[config.mk]
export PLATFORM = sky130hd
export DESIGN_NAME = memory_access
export DESIGN_NICKNAME = d
export VERILOG_FILES = /design/src/rtl/memory_access.sv
export SDC_FILE = /design/constraint.sdc
export NUM_CORES = 1
export LEC_CHECK = 0
export BUFFER_PORTS_ARGS = -buffer_cell sky130_fd_sc_hd__buf_4
export CORE_MARGIN = 4
export CORE_UTILIZATION = 47
export DETAILED_ROUTE_END_ITERATION = 12
export PLACE_DENSITY = 0.83
export SYNTH_ARGS = -nofsm -noshare
export SYNTH_HDL_FRONTEND = slang
export SYNTH_SLANG_ARGS = --single-unit
[constraint.sdc]
create_clock -name clk_i -period 2.1 [get_ports clk_i]
set_input_delay 0.105 -clock clk_i [delete_from_list [all_inputs] [get_ports clk_i]]
set_output_delay 0.105 -clock clk_i [all_outputs]
set_load 0.02 [all_outputs]
[src/rtl/memory_access.sv]
// ---------------------------------------------------------------------------
// memory_access: memory-stage data-access unit.
// Turns a valid load/store from the execute stage into a single
// request/grant/response transaction on the data bus, formats load data
// into M_valM_o and raises memory_ready_o when the result can be latched.
//
// Optional build macro: MEM_BUS_TIMEOUT_EN
//   Defined   : a bus-wait counter aborts a stuck transaction after
//               TIMEOUT_CYC cycles in REQ/WAIT and flags M_bus_err_o.
//   Undefined : no counter, the FSM waits indefinitely, M_bus_err_o = 0.
// ---------------------------------------------------------------------------
module memory_access #(
  parameter int XLEN        = 32,
  parameter int TIMEOUT_CYC = 255
) (
  input  logic            clk_i,
  input  logic            rst,
  input  logic            execute_vaild_i,
  input  logic            ED_mem_read_i,
  input  logic            ED_mem_write_i,
  input  logic [2:0]      ED_funct3_i,
  input  logic [XLEN-1:0] ED_valE_i,
  input  logic [XLEN-1:0] ED_valB_i,
  input  logic            write_back_allow_in_i,
  output logic            dbus_req_o,
  output logic            dbus_we_o,
  output logic [XLEN-1:0] dbus_addr_o,
  output logic [XLEN-1:0] dbus_wdata_o,
  output logic [3:0]      dbus_wstrb_o,
  input  logic            dbus_gnt_i,
  input  logic            dbus_rvalid_i,
  input  logic [XLEN-1:0] dbus_rdata_i,
  output logic [XLEN-1:0] M_valM_o,
  output logic            memory_ready_o,
  output logic            M_bus_err_o
);

  typedef enum logic [1:0] {
    S_IDLE = 2'd0,
    S_REQ  = 2'd1,
    S_WAIT = 2'd2,
    S_DONE = 2'd3
  } state_e;

  state_e state_q, state_d;

  // Transaction registers: captured in IDLE, held stable until the next op.
  logic [XLEN-1:0] addr_q,  addr_d;
  logic            we_q,    we_d;
  logic [XLEN-1:0] wdata_q, wdata_d;
  logic [3:0]      wstrb_q, wstrb_d;
  logic [2:0]      f3_q,    f3_d;
  logic [1:0]      off_q,   off_d;
  logic [XLEN-1:0] valm_q,  valm_d;
  logic            err_q,   err_d;

  logic            mem_op;
  logic            timeout_hit;
  logic [3:0]      st_wstrb;
  logic [XLEN-1:0] st_wdata;
  logic [XLEN-1:0] ld_data;
  logic [7:0]      ld_byte;
  logic [15:0]     ld_half;
  logic [1:0]      ed_off;

  assign mem_op = execute_vaild_i & (ED_mem_read_i | ED_mem_write_i);
  assign ed_off = ED_valE_i[1:0];

`ifdef MEM_BUS_TIMEOUT_EN
  // Counter is at least 8 bits wide, wider if the limit needs it.
  localparam int CNT_W = (TIMEOUT_CYC > 255) ? $clog2(TIMEOUT_CYC + 1) : 8;

  logic [CNT_W-1:0] cnt_q, cnt_d;

  // The counter reaches the limit on the edge that leaves REQ/WAIT for DONE.
  assign timeout_hit = ((state_q == S_REQ) || (state_q == S_WAIT)) &&
                       (cnt_q == CNT_W'(TIMEOUT_CYC - 1));

  // Bus-wait counter: cleared on entry to REQ, counts while in REQ/WAIT.
  always_comb begin
    cnt_d = cnt_q;
    if ((state_q == S_IDLE) && mem_op) begin
      cnt_d = '0;
    end else if ((state_q == S_REQ) || (state_q == S_WAIT)) begin
      cnt_d = cnt_q + CNT_W'(1);
    end
  end

  // Bus-wait counter register.
  always_ff @(posedge clk_i) begin
    if (rst) cnt_q <= '0;
    else     cnt_q <= cnt_d;
  end
`else
  // Without the timeout the limit never fires; a negative limit is meaningless.
  assign timeout_hit = (TIMEOUT_CYC < 0);
`endif

  // Store lane steering from the incoming funct3 and address offset.
  always_comb begin
    st_wstrb = 4'b1111;
    st_wdata = ED_valB_i;
    case (ED_funct3_i)
      3'b000: begin
        st_wstrb = 4'b0001 << ed_off;
        st_wdata = {4{ED_valB_i[7:0]}};
      end
      3'b001: begin
        st_wstrb = 4'b0011 << {ed_off[1], 1'b0};
        st_wdata = {2{ED_valB_i[15:0]}};
      end
      default: begin
        st_wstrb = 4'b1111;
        st_wdata = ED_valB_i;
      end
    endcase
  end

  // Load formatting from the response data and the captured offset/funct3.
  always_comb begin
    ld_byte = dbus_rdata_i[8*off_q +: 8];
    ld_half = off_q[1] ? dbus_rdata_i[31:16] : dbus_rdata_i[15:0];
    case (f3_q)
      3'b000:  ld_data = {{(XLEN-8){ld_byte[7]}}, ld_byte};
      3'b100:  ld_data = {{(XLEN-8){1'b0}}, ld_byte};
      3'b001:  ld_data = {{(XLEN-16){ld_half[15]}}, ld_half};
      3'b101:  ld_data = {{(XLEN-16){1'b0}}, ld_half};
      default: ld_data = dbus_rdata_i;
    endcase
  end

  // FSM state register.
  always_ff @(posedge clk_i) begin
    if (rst) state_q <= S_IDLE;
    else     state_q <= state_d;
  end

  // FSM next-state logic; a grant or response beats a same-cycle timeout.
  always_comb begin
    state_d = state_q;
    case (state_q)
      S_IDLE: if (mem_op) state_d = S_REQ;
      S_REQ: begin
        if (dbus_gnt_i)       state_d = S_WAIT;
        else if (timeout_hit) state_d = S_DONE;
      end
      S_WAIT: if (dbus_rvalid_i || timeout_hit) state_d = S_DONE;
      S_DONE: if (write_back_allow_in_i) state_d = S_IDLE;
      default: state_d = S_IDLE;
    endcase
  end

  // FSM outputs: request is live only in REQ; ready when done or nothing to do.
  always_comb begin
    dbus_req_o     = (state_q == S_REQ);
    memory_ready_o = (state_q == S_DONE) || ((state_q == S_IDLE) && !mem_op);
  end

  // Datapath next values: capture on issue, load result on response.
  always_comb begin
    addr_d  = addr_q;
    we_d    = we_q;
    wdata_d = wdata_q;
    wstrb_d = wstrb_q;
    f3_d    = f3_q;
    off_d   = off_q;
    valm_d  = valm_q;
    err_d   = err_q;
    case (state_q)
      S_IDLE: begin
        if (mem_op) begin
          addr_d = {ED_valE_i[XLEN-1:2], 2'b00};
          we_d   = ED_mem_write_i;
          f3_d   = ED_funct3_i;
          off_d  = ed_off;
          if (ED_mem_write_i) begin
            wstrb_d = st_wstrb;
            wdata_d = st_wdata;
          end else begin
            wstrb_d = 4'b0000;
            wdata_d = '0;
          end
        end
      end
      S_REQ: begin
        if (!dbus_gnt_i && timeout_hit) begin
          valm_d = '0;
          err_d  = 1'b1;
        end
      end
      S_WAIT: begin
        if (dbus_rvalid_i) begin
          valm_d = we_q ? '0 : ld_data;
        end else if (timeout_hit) begin
          valm_d = '0;
          err_d  = 1'b1;
        end
      end
      S_DONE: begin
        if (write_back_allow_in_i) err_d = 1'b0;
      end
      default: ;
    endcase
  end

  // Datapath registers.
  always_ff @(posedge clk_i) begin
    if (rst) begin
      addr_q  <= '0;
      we_q    <= 1'b0;
      wdata_q <= '0;
      wstrb_q <= 4'b0000;
      f3_q    <= 3'b000;
      off_q   <= 2'b00;
      valm_q  <= '0;
      err_q   <= 1'b0;
    end else begin
      addr_q  <= addr_d;
      we_q    <= we_d;
      wdata_q <= wdata_d;
      wstrb_q <= wstrb_d;
      f3_q    <= f3_d;
      off_q   <= off_d;
      valm_q  <= valm_d;
      err_q   <= err_d;
    end
  end

  assign dbus_we_o    = we_q;
  assign dbus_addr_o  = addr_q;
  assign dbus_wdata_o = wdata_q;
  assign dbus_wstrb_o = wstrb_q;
  assign M_valM_o     = valm_q;
  assign M_bus_err_o  = err_q;

endmodule

# Word level (Yosys, flattened, before mapping)

Index checks and enable logic that the tools add are counted.

Multiplexer cells: 12
Bitwise operators: 2
Reduce and logical (&&, ||, !) cells: 9
Shifts and indexed selects: 3
Equality and inequality tests: 11

Operator list:

| cell                | number |
|---|---|
| $pmux 32 s4         | 1 |
| $mux 32             | 2 |
| $pmux 32 s2         | 1 |
| $shiftx 32x6->8     | 1 |
| $mux 16             | 1 |
| $mux 2              | 4 |
| $pmux 2 s4          | 1 |
| $pmux 4 s2          | 1 |
| $eq 3x1->1 const B  | 2 |
| $eq 3x3->1 const B  | 2 |
| $logic_not 3->1     | 2 |
| $ne 2x2->1 const B  | 3 |
| $eq 2x2->1 const B  | 2 |
| $mux 4              | 1 |
| $reduce_and 2->1    | 2 |
| $reduce_and 4->1    | 1 |
| $shl 1x2->4 const A | 1 |
| $shl 2x2->4 const A | 1 |
| $eq 2x1->1 const B  | 1 |
| $logic_not 2->1     | 1 |
| $ne 2x1->1 const B  | 1 |
| $and 1x1->1         | 1 |
| $logic_and 1x1->1   | 1 |
| $logic_not 1->1     | 1 |
| 2 further kinds     | 2 |

Output and inout port bits: 104
Register bits: 106
Bits of input ports: 107
Word-level logic and storage cells: 45

# Longest topological paths before layout

Depth after elaboration: 5
Mapped depth: 8

# Worst setup path after synthesis

No wires, ideal clock.

Path kind: register -> register
Start: register state_q[0]
End: register wdata_q[14] (netlist: dbus_wdata_o[14])
Library setup time: 0.128 ns
Period minus slack after synthesis: 1.561 ns
Data required time: 1.972 ns
Arrival time: 1.433 ns
Stages on the path, launching flop included: 7
Path buffers: 1
Setup slack: 0.539 ns
Path through: dfxtp_1 > inv_1 > ha_1 > and3_1 > nand2b_1 > clkbuf_1 > o21ai_1

Cells in the longest elaborated chain, start to end: 2

RTL lines:

| item                       | line | text |
|---|---|---|
| from (decl)                | 45   | `state_e state_q, state_d;` |
| from (signal assigned)     | 135  | `else state_q <= state_d;` |
| $logic_not 2->1            | 169  | `case (state_q)` |
| $reduce_and 2->1 (no line) | n/a  |  |
| to (signal assigned)       | 220  | `wdata_q <= wdata_d;` |
| to (decl)                  | 50   | `logic [XLEN-1:0] wdata_q, wdata_d;` |

Every way passes these cells.
A chain may end at the register's enable or synchronous reset.

# Worst setup path in the final report

Start: register state_q[0]
End: register valm_q[10] (netlist: M_valM_o[10])

Cells in the longest elaborated chain, start to end: 2

RTL lines:

| item                       | line | text |
|---|---|---|
| $eq 2x2->1                 | 169  |  |
| $reduce_and 2->1 (no line) | n/a  |  |
| to (signal assigned)       | 224  | `valm_q <= valm_d;` |
| to (decl)                  | 54   | `logic [XLEN-1:0] valm_q, valm_d;` |

Every way passes these cells.

==> results.md <==
* Cell at the slowest stage of the critical path: nor2_1
* CTS Sinks at 106
* RSZ-0062 raised after global routing: no
* IO Port Bufs at 207
* RePlAce Congestion at 0.877
* YS warnings at 0
* Die width at 106 um
* P&R area growth vs syn at 52.1%
* Number of global-route vias before repair at 4884
* Detail Route Antenna Nets at 0
* Status: finished clean
* H-Tree Depth at 3
* DRT iter0 DRCs at 255
* DP Cell Count at 828
* Post-synthesis mux area share at 9.44%
* Switching Share at 36.8%
* Lkg Pwr at 2.99 nW
* Worst Setup End Kind: flop
* Req. time, crit path at 2.38 ns
* IO Pins at 211
* Synth area leader: dfxtp_1
* Final Hold Fails at 0
* CTS root buf: clkbuf_8
* Clk_lat worst skew at 0.37 ns
* Final Max Tran Viols at 0
* Top post-synthesis cells by area: dfxtp_1 47%, nand2_1 10%, a21oi_1 5.4%
* Starting Density at 48.5%
* Post-Synth XOR/XNOR Area at 0%
* Diode count at 0
* Longest Clk Path Bufs at 2
* Post-DP HPWL at 10.6 mm
* First-pass GRT wire length at 24.2 mm
* Dpl cell area at 0.00616 mm^2
* Final Non-Filler Cells at 895
* Post-synthesis register bit count at 106
* Fin nets at 873
* Buffers and inverters on the worst path at 2
* Max Fclk at 508 MHz
* Delay-heaviest family, CP: simple AND/OR/NAND/NOR gates
* Initial antenna violation count at 0
* Critical path class: reg2reg
* Via count at 4753
* Crit share post-route at 93.8%
* CTS tree: built
* Worst-Margin Slew at 0.695 ns
* MaxCap Viol Count at 0
* Synth Flop Type: dfxtp_1
* Most common cell after layout, fill and taps aside: buf_4
* Die area at 0.0112 mm^2
* Fillers at 693
* Register area share after synthesis at 47.1%
* NetSw at 2.13 mW
* Hold Crit Class: in2reg
* Gr ovfl total at 0
* Cell internal pwr at 3.66 mW
* Unique masters post-synth at 43
* Synth Area in Adders at 1.39%
* Setup TNS at 0 ns
* Main combinational cell family by area after synthesis: compound AO/OA/AOI/OAI gates
* Clock-pin slew on the worst setup and hold paths at 0.11 ns
* Worst hold slack at 0.00882 ns
* PD cells at 845 mW/mm^2
* Startpoint type of the worst setup path: flop
* # setup viols final at 0
* Design Area, Final at 0.00685 mm^2
* Yosys top cell area share at 47.1%
* Vias/cell at 5.31
* Worst stage delay on the critical path at 0.38 ns
* Mapped Area at 0.00450 mm^2
* Die height at 106 um
* Post-synthesis average cell area at 8.75 um^2
* Post-layout minimum cycle time at 1.97 ns
* Clk network pwr share at 20.1%
* Post-CTS setup buffers at 0
* Slew HR at 53.6%
* Largest net degree at the start of global routing at 52
* Inserted Clock Buffers at 9
* 1st-pass router iterations at 6
* Seq pwr share at 42.6%
* Core ar. at 0.00928 mm^2
* Arrival time worst endpoint at 2.25 ns
* Max IR drop VDD at 0.521 mV
* Cell Rows at 35
* Critical path, cell by cell: inv_1, ha_1, nand4bb_4, buf_4, nor2_1, o21ai_1, o211ai_1
* WL final at 15.0 mm
* Async S/R FF share, synth at 0%
* Area taken by multi-input logic gates at 0.00218 mm^2
* Total design power at 5.79 mW
* Setup Skew at 0.00914 ns
* Comb power frac at 37.3%
* Syn Inst Count at 515
* WL/cell at 16.8 um
* Post-Synth Simple-Gate Area at 17.2%
* Reg area at 0.00212 mm^2
* Crit Path Max Fanout at 12
* Commonest cells after routing, fill and taps aside: 217 x buf_4, 120 x nand2_1, 106 x dfxtp_1, 51 x dlygate4sd3_1, 48 x a21oi_1
* DRC at 0
* EDFF count, synth at 0
* All-Layer GR Usage at 26.6%
* Compound-Gate Fraction of Synth Area at 20.0%
* Share of layout cells above drive strength 1 at 33.2%
-- path summary, 6_finish.rpt --
check                                       end  depth (start not counted)  slack (ns)                           from
hold reg to reg   dbus_wdata_o[27]$_SDFFE_PP0P_                          2        0.46  dbus_wdata_o[27]$_SDFFE_PP0P_
hold / removal    dbus_wdata_o[26]$_SDFFE_PP0P_                          3       0.009                  ED_valB_i[26]
setup / recovery      M_valM_o[10]$_SDFFE_PP0P_                          7        0.13        state_q[0]$_SDFFE_PP0P_
setup reg to reg      M_valM_o[10]$_SDFFE_PP0P_                          7        0.13        state_q[0]$_SDFFE_PP0P_
-- cells in the mapped netlist, types with 2 or more instances --
library cell,number
a21oi_1,49
a221o_1,16
a22oi_1,13
buf_2,13
buf_4,4
buf_6,2
clkbuf_1,18
dfxtp_1,106
ha_1,5
inv_1,7
mux2_1,13
mux2_2,3
mux2_4,2
mux2i_1,17
nand2_1,120
nand2b_1,4
nand3_1,9
nor2_1,31
nor2_2,3
o211ai_1,8
o21ai_0,6
o21ai_1,33
o22ai_1,7
o31ai_1,7
-- worst register-to-register path, cell delays in order, from the launching register on --
cell       delay [ns]
dfxtp_1          0.36
inv_1            0.12
ha_1             0.30
nand4bb_4        0.14
buf_4            0.21
nor2_1           0.38
o21ai_1          0.16
o211ai_1         0.22
-- power by group through the flow --
stage               sequential, mW  combinational (mW)  clock, mW
finish                        2.47                2.16       1.16
global route                  2.50                2.34       1.27
CTS                           2.46                2.15       1.18
detailed placement            2.51                2.07          0
global placement              2.49                2.01          0
floorplan                     2.78               0.927          0
-- per-stage QoR --
stage                     utilization (%)  setup slack [ns]
final                                73.8             0.130
after global routing                 73.8            0.0643
after CTS                            73.8             0.199
after detailed placement             66.4           -0.0508
after global placement               66.4             0.191
after floorplan                         -             0.539
-- timing repair --
action | CTS | global route
gates resized for setup | 1 | 0
endpoints found under the hold margin | 51 | 0
endpoints found under the setup margin | 1 | 0
hold buffers | 51 | 0
-- routing by layer --
metal / up-vias / routed length [um] / global-route usage, %
met2: 218 / 7360 / 46.1
met1: 2208 / 5950 / 30.8
met5: - / 0 / 0
li1: 2284 / - / -
met3: 43 / 1130 / 5.89
met4: 0 / 601 / 13.6
-- kinds of logic (layout without fill, tap and decap cells) --
logic type | Yosys count | after routing
buffers and inverters | 45 | 294
flip-flops | 106 | 106
other | 1 | 3
adder cells (fa/ha/maj) | 5 | 5
multiplexers | 37 | 37
AND/OR/NAND/NOR | 177 | 177
AO/OA/AOI/OAI | 144 | 144
-- area by class of cell --
class	count	area share, %
Clock buffer	10	1.86
Clock inverter	6	0.694
Inverter	8	0.438
Multi-Input combinational cell	366	31.8
Sequential cell	106	31.0
Tap cell	129	2.36
Timing Repair Buffer	270	31.8
-- state kept, by name (all words and copies together), names as in the netlist --
register      flops
M_valM_o         32
dbus_wdata_o     32
dbus_addr_o      30
dbus_wstrb_o      4
f3_q              3
off_q             2
state_q           2
dbus_we_o         1
Power figures use the tool's default switching activity.
